`src/rtl/udp_pkg.sv`:
```
// Shared UDP path definitions: drain FSM encoding plus the header constants
// used by the filter stage.
package udp_pkg;

  typedef enum logic [1:0] {
    IDLE   = 2'd0,
    STREAM = 2'd1,
    DONE   = 2'd2
  } drain_state_t;

  localparam int          IPV4_ADDR_WIDTH = 32;
  localparam logic [15:0] ETHERTYPE_IPV4  = 16'h0800;
  localparam logic [3:0]  IPV4_VERSION    = 4'd4;
  localparam logic [7:0]  IP_PROTO_UDP    = 8'd17;

endpackage

```
`src/rtl/axis_out_reg.sv`:
```
// Single-entry AXIS output register; accepts a new word whenever it is empty
// or its current word is being taken downstream in the same cycle.
module axis_out_reg #(
  parameter int DATA_WIDTH = 64
) (
  input  logic                  clk_i,
  input  logic                  a_rst_n_i,
  input  logic                  clr,
  input  logic                  in_valid,
  input  logic [DATA_WIDTH-1:0] in_data,
  input  logic                  in_last,
  output logic                  in_ready,
  output logic [DATA_WIDTH-1:0] out_data,
  output logic                  out_last,
  output logic                  out_valid,
  input  logic                  out_ready
);

  assign in_ready = ~out_valid | out_ready;

  always_ff @(posedge clk_i or negedge a_rst_n_i) begin
    if (!a_rst_n_i) begin
      out_valid <= 1'b0;
      out_data  <= '0;
      out_last  <= 1'b0;
    end else if (clr) begin
      out_valid <= 1'b0;
      out_data  <= '0;
      out_last  <= 1'b0;
    end else if (in_valid && in_ready) begin
      out_valid <= 1'b1;
      out_data  <= in_data;
      out_last  <= in_last;
    end else if (out_ready) begin
      out_valid <= 1'b0;
    end
  end

endmodule

```
`src/rtl/udp_frame_drain.sv`:
```
// Cut-through drain of accepted frames from the filter's FWFT FIFO onto an
// AXI4-Stream master, with tlast derived from the tapped write-side beat count.
module udp_frame_drain
  import udp_pkg::*;
#(
  parameter int DATA_WIDTH = 64,
  parameter int CNT_WIDTH  = 12
) (
  input  logic                    clk_i,
  input  logic                    a_rst_n_i,
  input  logic                    frame_valid_i,
  input  logic                    wr_beat_i,
  input  logic                    wr_last_i,
  input  logic                    fifo_rst_n_i,
  input  logic [DATA_WIDTH-1:0]   fifo_data_i,
  input  logic                    fifo_empty_i,
  output logic                    fifo_rd_en_o,
  output logic [DATA_WIDTH-1:0]   m_axis_tdata_o,
  output logic [DATA_WIDTH/8-1:0] m_axis_tkeep_o,
  output logic                    m_axis_tlast_o,
  output logic                    m_axis_tvalid_o,
  input  logic                    m_axis_tready_i,
  output logic [31:0]             frame_cnt_o,
  output logic                    abort_o
);

  localparam logic [CNT_WIDTH-1:0] CNT_MAX = '1;
  localparam logic [CNT_WIDTH-1:0] CNT_ONE = CNT_WIDTH'(1);

  drain_state_t state, state_nxt;

  logic [CNT_WIDTH-1:0] wr_cnt, rd_cnt, total;
  logic [CNT_WIDTH-1:0] wr_cnt_nxt, rd_cnt_nxt, total_nxt;
  logic [CNT_WIDTH-1:0] wr_base, total_base, total_eff;
  logic                 total_known, total_known_nxt, known_base, known_eff;
  logic                 wr_fin, sat, pop, pop_last, out_rdy, hs_last, enter_idle;
  logic                 out_vld, out_last;
  logic [DATA_WIDTH-1:0] out_data;

  assign hs_last    = out_vld & out_last & m_axis_tready_i;
  assign enter_idle = (state == DONE) & hs_last;

  // Counters restart on the DONE handshake, but a write landing in that same
  // cycle already belongs to the next frame and is counted on top of zero.
  assign wr_base    = enter_idle ? '0 : wr_cnt;
  assign total_base = enter_idle ? '0 : total;
  assign known_base = ~enter_idle & total_known;

  assign sat       = (wr_base == CNT_MAX);
  assign wr_fin    = wr_beat_i & wr_last_i & ~known_base;
  assign known_eff = known_base | wr_fin;
  assign total_eff = !wr_fin ? total_base : (sat ? CNT_MAX : wr_base + CNT_ONE);

  assign pop = (state == STREAM) & ~fifo_empty_i & out_rdy
             & ~(total_known & (rd_cnt == total));

  // Overlong frame: once the write count pins at max with no last seen,
  // the next popped beat closes the frame.
  assign pop_last = (sat & ~known_eff) | (known_eff & ((rd_cnt + CNT_ONE) == total_eff));

  always_comb begin
    state_nxt       = state;
    wr_cnt_nxt      = wr_base;
    total_nxt       = total_base;
    total_known_nxt = known_base;
    rd_cnt_nxt      = enter_idle ? '0 : rd_cnt;
    if (wr_beat_i && !known_base && !sat) wr_cnt_nxt = wr_base + CNT_ONE;
    if (wr_fin) begin
      total_nxt       = total_eff;
      total_known_nxt = 1'b1;
    end
    if (pop) rd_cnt_nxt = rd_cnt + CNT_ONE;
    unique case (state)
      IDLE:    if (frame_valid_i)   state_nxt = STREAM;
      STREAM:  if (pop && pop_last) state_nxt = DONE;
      DONE:    if (hs_last)         state_nxt = IDLE;
      default:                      state_nxt = IDLE;
    endcase
  end

  always_ff @(posedge clk_i or negedge a_rst_n_i) begin
    if (!a_rst_n_i) begin
      state       <= IDLE;
      wr_cnt      <= '0;
      rd_cnt      <= '0;
      total       <= '0;
      total_known <= 1'b0;
      frame_cnt_o <= '0;
      abort_o     <= 1'b0;
    end else begin
      abort_o <= ~fifo_rst_n_i & (state != IDLE);
      if (hs_last && fifo_rst_n_i) frame_cnt_o <= frame_cnt_o + 32'd1;
      if (!fifo_rst_n_i) begin
        state       <= IDLE;
        wr_cnt      <= '0;
        rd_cnt      <= '0;
        total       <= '0;
        total_known <= 1'b0;
      end else begin
        state       <= state_nxt;
        wr_cnt      <= wr_cnt_nxt;
        rd_cnt      <= rd_cnt_nxt;
        total       <= total_nxt;
        total_known <= total_known_nxt;
      end
    end
  end

  axis_out_reg #(.DATA_WIDTH(DATA_WIDTH)) u_out (
    .clk_i     (clk_i),
    .a_rst_n_i (a_rst_n_i),
    .clr       (~fifo_rst_n_i),
    .in_valid  (pop),
    .in_data   (fifo_data_i),
    .in_last   (pop_last),
    .in_ready  (out_rdy),
    .out_data  (out_data),
    .out_last  (out_last),
    .out_valid (out_vld),
    .out_ready (m_axis_tready_i)
  );

  assign fifo_rd_en_o    = pop;
  assign m_axis_tdata_o  = out_data;
  assign m_axis_tlast_o  = out_last;
  assign m_axis_tvalid_o = out_vld;
  assign m_axis_tkeep_o  = {(DATA_WIDTH/8){out_vld}};

endmodule
```
`config.mk`:
```
export PLATFORM = sky130hd
export DESIGN_NAME = udp_frame_drain
export DESIGN_NICKNAME = d
export VERILOG_FILES = /design/src/rtl/udp_pkg.sv /design/src/rtl/axis_out_reg.sv /design/src/rtl/udp_frame_drain.sv
export SDC_FILE = /design/constraint.sdc
export NUM_CORES = 1
export LEC_CHECK = 0
export CAP_MARGIN = 20
export CELL_PAD_IN_SITES_DETAIL_PLACEMENT = 0
export CELL_PAD_IN_SITES_GLOBAL_PLACEMENT = 1
export CORE_ASPECT_RATIO = 0.9
export CORE_MARGIN = 1
export CORE_UTILIZATION = 42
export CTS_BUF_LIST = sky130_fd_sc_hd__clkbuf_4
export CTS_CLUSTER_DIAMETER = 60
export DETAILED_ROUTE_END_ITERATION = 7
export GPL_TIMING_DRIVEN = 0
export PLACE_DENSITY_LB_ADDON = 0.1
export SYNTH_ARGS = -nofsm -noshare
export SYNTH_HDL_FRONTEND = slang
export SYNTH_SLANG_ARGS = --single-unit
export TNS_END_PERCENT = 50
```
`constraint.sdc`:
```
create_clock -name clk_i -period 3.9 [get_ports clk_i]
set_input_delay 0.78 -clock clk_i [delete_from_list [all_inputs] [get_ports clk_i]]
set_output_delay 0.78 -clock clk_i [all_outputs]
set_load 0.01 [all_outputs]
```
==> summary.txt <==
Outcome
  – Outcome: complete, no violations

Floorplanning
  – Die boundary width: 138 um
  – Starting density of the core: 0.431
  – Number of I/O pins: 180
  – Standard-cell row count: 44
  – Overall die height: 124 um
  – Die area: 0.0171 sq mm
  – Core Region: 0.0162 sq mm

Synth
  – Count of synthesis-stage warnings from yosys: 0
  – Cell Area, Synth: 0.00698 sq mm
  – Register area share after synthesis: 0.495
  – Most frequently used flop master after synthesis: sky130_fd_sc_hd__dfrtp_1
  – Proportion of synthesized flip-flops having asynchronous set or reset: 1.00
  – Average instance area after synthesis: 10.6 sq um
  – Syn Nets: 732
  – Post-synth EDFFs: 0
  – Number of instances in the synthesized netlist: 658
  – Number of flip-flops and latches in the synthesized netlist: 138
  – Number of unique standard cell types used by synthesis: 61

Finish
  – Multi-input logic area: 0.00328 sq mm
  – Net total in the final layout: 929
  – Fraction of layout instances using a drive strength above 1: 0.0853
  – Antenna diodes: 0
  – Area of all sequential standard cells: 0.00345 sq mm
  – Total of fill cells in the finished design: 1427
  – Area added between synthesis and finish: 34.7%
  – Non-Filler Instances: 1075
  – Final instance area: 0.00941 sq mm

Critical path
  – Cell family contributing the most delay on the critical path: buffers and inverters
  – Cell mode on critical path: sky130_fd_sc_hd__clkdlybuf4s50_1
  – Type of origin of the critical path: primary input
  – Maximum single-stage delay on the critical path: 0.61 ns
  – Reg-to-reg slack, setup: 1.18 ns
  – Crit-path max FO: 19
  – WP buf/inv: 3
  – Type of the worst setup path: primary input to primary output
  – Worst endpoint required time: 3.12 ns
  – Arrival time of data at the critical path endpoint: 2.91 ns
  – Slowest CP cell: sky130_fd_sc_hd__clkdlybuf4s50_1
  – Element type at the critical path end: primary output
  – Cells traversed along the worst timing path: clkdlybuf4s50_1 -> nor2b_1 -> nor4_2 -> buf_2 -> clkdlybuf4s50_1

Timing
  – Max Clk Rate: 0.271 GHz
  – Shortest clock period the worst path allows after layout: 3.69 ns
  – Slew HR: 0.587
  – Clock Skew: 0.0222 ns
  – Unrepaired setup endpoints after global routing: false
  – Final number of max-transition violations: 0
  – Worst-Margin Slew: 0.616 ns
  – Setup violations, final: 0
  – Final count of hold timing violations: 0
  – Final period utilization: 0.947

Clocking
  – Clock-pin slew reported for the worst setup and hold paths after clock tree synthesis: 0.13 ns
  – CTS Hold Bufs: 0
  – Root cell of the clock tree: sky130_fd_sc_hd__clkbuf_4
  – Clock tree from TritonCTS: built
  – Number of CTS-inserted buffers: 17
  – Maximum count of clock buffers along a single path: 2
  – Later-pin clock latency in the skew report: 0.54 ns
  – CTS H-Tree Depth: 4
  – Sinks on the clock net: 138

Placement
  – Final HPWL from detailed placement: 13400 um
  – Number of buffers inserted by port buffering: 178
  – Post-placement cell count: 1044
  – Placed standard-cell area: 0.00905 sq mm
  – Final GP Congestion: 0.827

Global routing
  – Antenna violations before repair: 0
  – All-layer global routing usage: 0.227
  – Pin count of the biggest net entering global routing: 95
  – Via count of the first global-routing pass: 5595
  – Total global routing overflow: 0
  – Wire length of the first global-routing pass: 29800 um

Drt
  – First drt pass iteration count: 4
  – Detailed-route wire length per cell: 17.2 um
  – Residual DRC count: 0
  – Detail-routed via count per cell: 5.13
  – Initial drt markers: 268
  – Aggregate routed wire length: 18500 um
  – Number of routed nets with antenna violations: 0
  – Count of vias placed by the detailed router: 5515

Power and ir drop
  – Worst vdd ir: 0.331 mV
  – Power density over the cells: 326 mW/mm^2
  – Static leakage power: 3.86 nW

Hold path
  – Class of the tightest hold or removal check: primary input to async pin

Run
  – Number of maximum-capacitance violations: 0
## cells in the mapped netlist (4+ instances only)
| cell type | n | area [sq um] |
|---|---|---|
| sky130_fd_sc_hd__xnor2_1 | 46 | 403 |
| sky130_fd_sc_hd__o211ai_1 | 5 | 37.5 |
| sky130_fd_sc_hd__and2_1 | 13 | 81.3 |
| sky130_fd_sc_hd__inv_1 | 4 | 15.0 |
| sky130_fd_sc_hd__mux2i_1 | 71 | 711 |
| sky130_fd_sc_hd__nand2_1 | 46 | 173 |
| sky130_fd_sc_hd__nor3_1 | 7 | 35.0 |
| sky130_fd_sc_hd__a21oi_1 | 11 | 55.1 |
| sky130_fd_sc_hd__and4_1 | 4 | 35.0 |
| sky130_fd_sc_hd__nor2b_1 | 69 | 432 |
| sky130_fd_sc_hd__buf_4 | 13 | 97.6 |
| sky130_fd_sc_hd__nand3_1 | 27 | 135 |
| sky130_fd_sc_hd__dfrtp_1 | 138 | 3450 |
| sky130_fd_sc_hd__buf_2 | 14 | 70.1 |
| sky130_fd_sc_hd__nor2_1 | 35 | 131 |
| sky130_fd_sc_hd__o21ai_0 | 13 | 65.1 |
| sky130_fd_sc_hd__nor4_1 | 4 | 25.0 |
| sky130_fd_sc_hd__nand3b_1 | 4 | 30.0 |
| sky130_fd_sc_hd__nand4_1 | 20 | 125 |
| sky130_fd_sc_hd__and3_1 | 13 | 81.3 |
| sky130_fd_sc_hd__clkbuf_1 | 15 | 56.3 |
| sky130_fd_sc_hd__o21a_1 | 6 | 45.0 |
| sky130_fd_sc_hd__xor2_1 | 27 | 236 |
## stage by stage
| step | setup WS [ns] | utilization | TNS (ns) | total power [mW] | hold WS (ns) |
|---|---|---|---|---|---|
| after floorplan | 1.24 | - | 0 | 1.70 | 0.484 |
| after global placement | -3.53 | 0.558 | -486.12 | 1.92 | 0.470 |
| after detailed placement | -0.314 | 0.559 | -0.314 | 1.93 | 0.477 |
| after CTS | 0.195 | 0.581 | 0 | 3.10 | 0.125 |
| after global routing | 0.0471 | 0.581 | 0 | 3.20 | 0.122 |
| final | 0.206 | 0.581 | 0 | 3.07 | 0.141 |
## cell families (layout without fill, tap and decap cells)
kind of cell / after synthesis / in the layout / share of synthesized area
buffers and inverters: 49 / 259 / 0.0369
adders and majority gates: 2 / 2 / 0.00358
xor gates and xnor gates: 73 / 73 / 0.0916
and+or+nand+nor: 262 / 262 / 0.210
DFF: 138 / 138 / 0.495
AOI/OAI and AO/OA: 62 / 62 / 0.0600
muxes: 72 / 72 / 0.103
## area by class of cell
type,instances,area share
buffer,44,0.0254
clock buffer,18,0.0144
clock inverter,14,0.0231
inverter,4,0.00160
multi-input combinational,471,0.348
sequential,138,0.367
tap,207,0.0275
timing repair buffer,179,0.192
## path summary, 6_finish.rpt
kind,endpoint,cells after the start,start
min in group clk_i,frame_cnt_o[31],1,frame_cnt_o[31]
min reg2reg,frame_cnt_o[31],1,frame_cnt_o[31]
max in group asynchronous,u_out.out_last,2,a_rst_n_i
max reg2reg,u_out.out_last,10,rd_cnt[6]
min,wr_cnt[4],1,a_rst_n_i
max,fifo_rd_en_o,5,m_axis_tready_i
## layer usage
layer | vias to the layer above | share of wire | GRT usage
li1 | 2645 | - | -
met3 | 19 | 0.063 | 0.0733
met4 | 0 | 0.015 | 0.0575
met1 | 2697 | 0.45 | 0.299
met2 | 154 | 0.47 | 0.357
met5 | - | 0 | 0
## cells in the final DEF (no fill, tap or decap), types with 4 or more instances in the layout
master	instances
sky130_fd_sc_hd__dfrtp_1	138
sky130_fd_sc_hd__mux2i_1	71
sky130_fd_sc_hd__buf_4	13
sky130_fd_sc_hd__bufinv_16	5
sky130_fd_sc_hd__nand3b_1	4
sky130_fd_sc_hd__clkdlybuf4s50_1	177
sky130_fd_sc_hd__nand3_1	27
sky130_fd_sc_hd__inv_6	4
sky130_fd_sc_hd__nor2_1	35
sky130_fd_sc_hd__nand2_1	46
sky130_fd_sc_hd__and3_1	13
sky130_fd_sc_hd__o21ai_0	13
sky130_fd_sc_hd__clkbuf_1	15
sky130_fd_sc_hd__inv_1	4
sky130_fd_sc_hd__a21oi_1	11
sky130_fd_sc_hd__xor2_1	27
sky130_fd_sc_hd__buf_2	14
sky130_fd_sc_hd__nor3_1	7
sky130_fd_sc_hd__and4_1	4
sky130_fd_sc_hd__o21a_1	6
sky130_fd_sc_hd__and2_1	13
sky130_fd_sc_hd__clkbuf_4	18
sky130_fd_sc_hd__nand4_1	20
sky130_fd_sc_hd__xnor2_1	46
sky130_fd_sc_hd__o211ai_1	5
sky130_fd_sc_hd__nor2b_1	69
## registers in the layout (all words and copies together), names as in the netlist
name and cells:
wr_cnt 12, total_known 1, abort_o 1, u_out.out_last 1, total 12, u_out.out_data 64, state 2, u_out.out_valid 1
rd_cnt 12, frame_cnt_o 32
## where the power goes
part / leakage, nW / internal [mW] / switching [mW]
sequential: 1.91 / 1.47 / 0.0265
clock: 0.181 / 0.586 / 0.576
combinational: 1.77 / 0.220 / 0.188
## what timing repair did
action / in CTS / in global routing
endpoints found under the setup margin: 1 / 0
buffers inserted: 0 / 0
gates resized for setup: 1 / 0
## worst register-to-register path, stage by stage (launching register included)
cell,delay [ns]
sky130_fd_sc_hd__dfrtp_1,0.34
sky130_fd_sc_hd__clkbuf_1,0.29
sky130_fd_sc_hd__xnor2_1,0.17
sky130_fd_sc_hd__nand4_1,0.10
sky130_fd_sc_hd__nor4_1,0.50
sky130_fd_sc_hd__nor4_2,0.15
sky130_fd_sc_hd__buf_2,0.29
sky130_fd_sc_hd__buf_2,0.29
sky130_fd_sc_hd__nand4_1,0.20
sky130_fd_sc_hd__o21ai_0,0.11
sky130_fd_sc_hd__o21a_1,0.18
(Power assumes the default switching activity.)
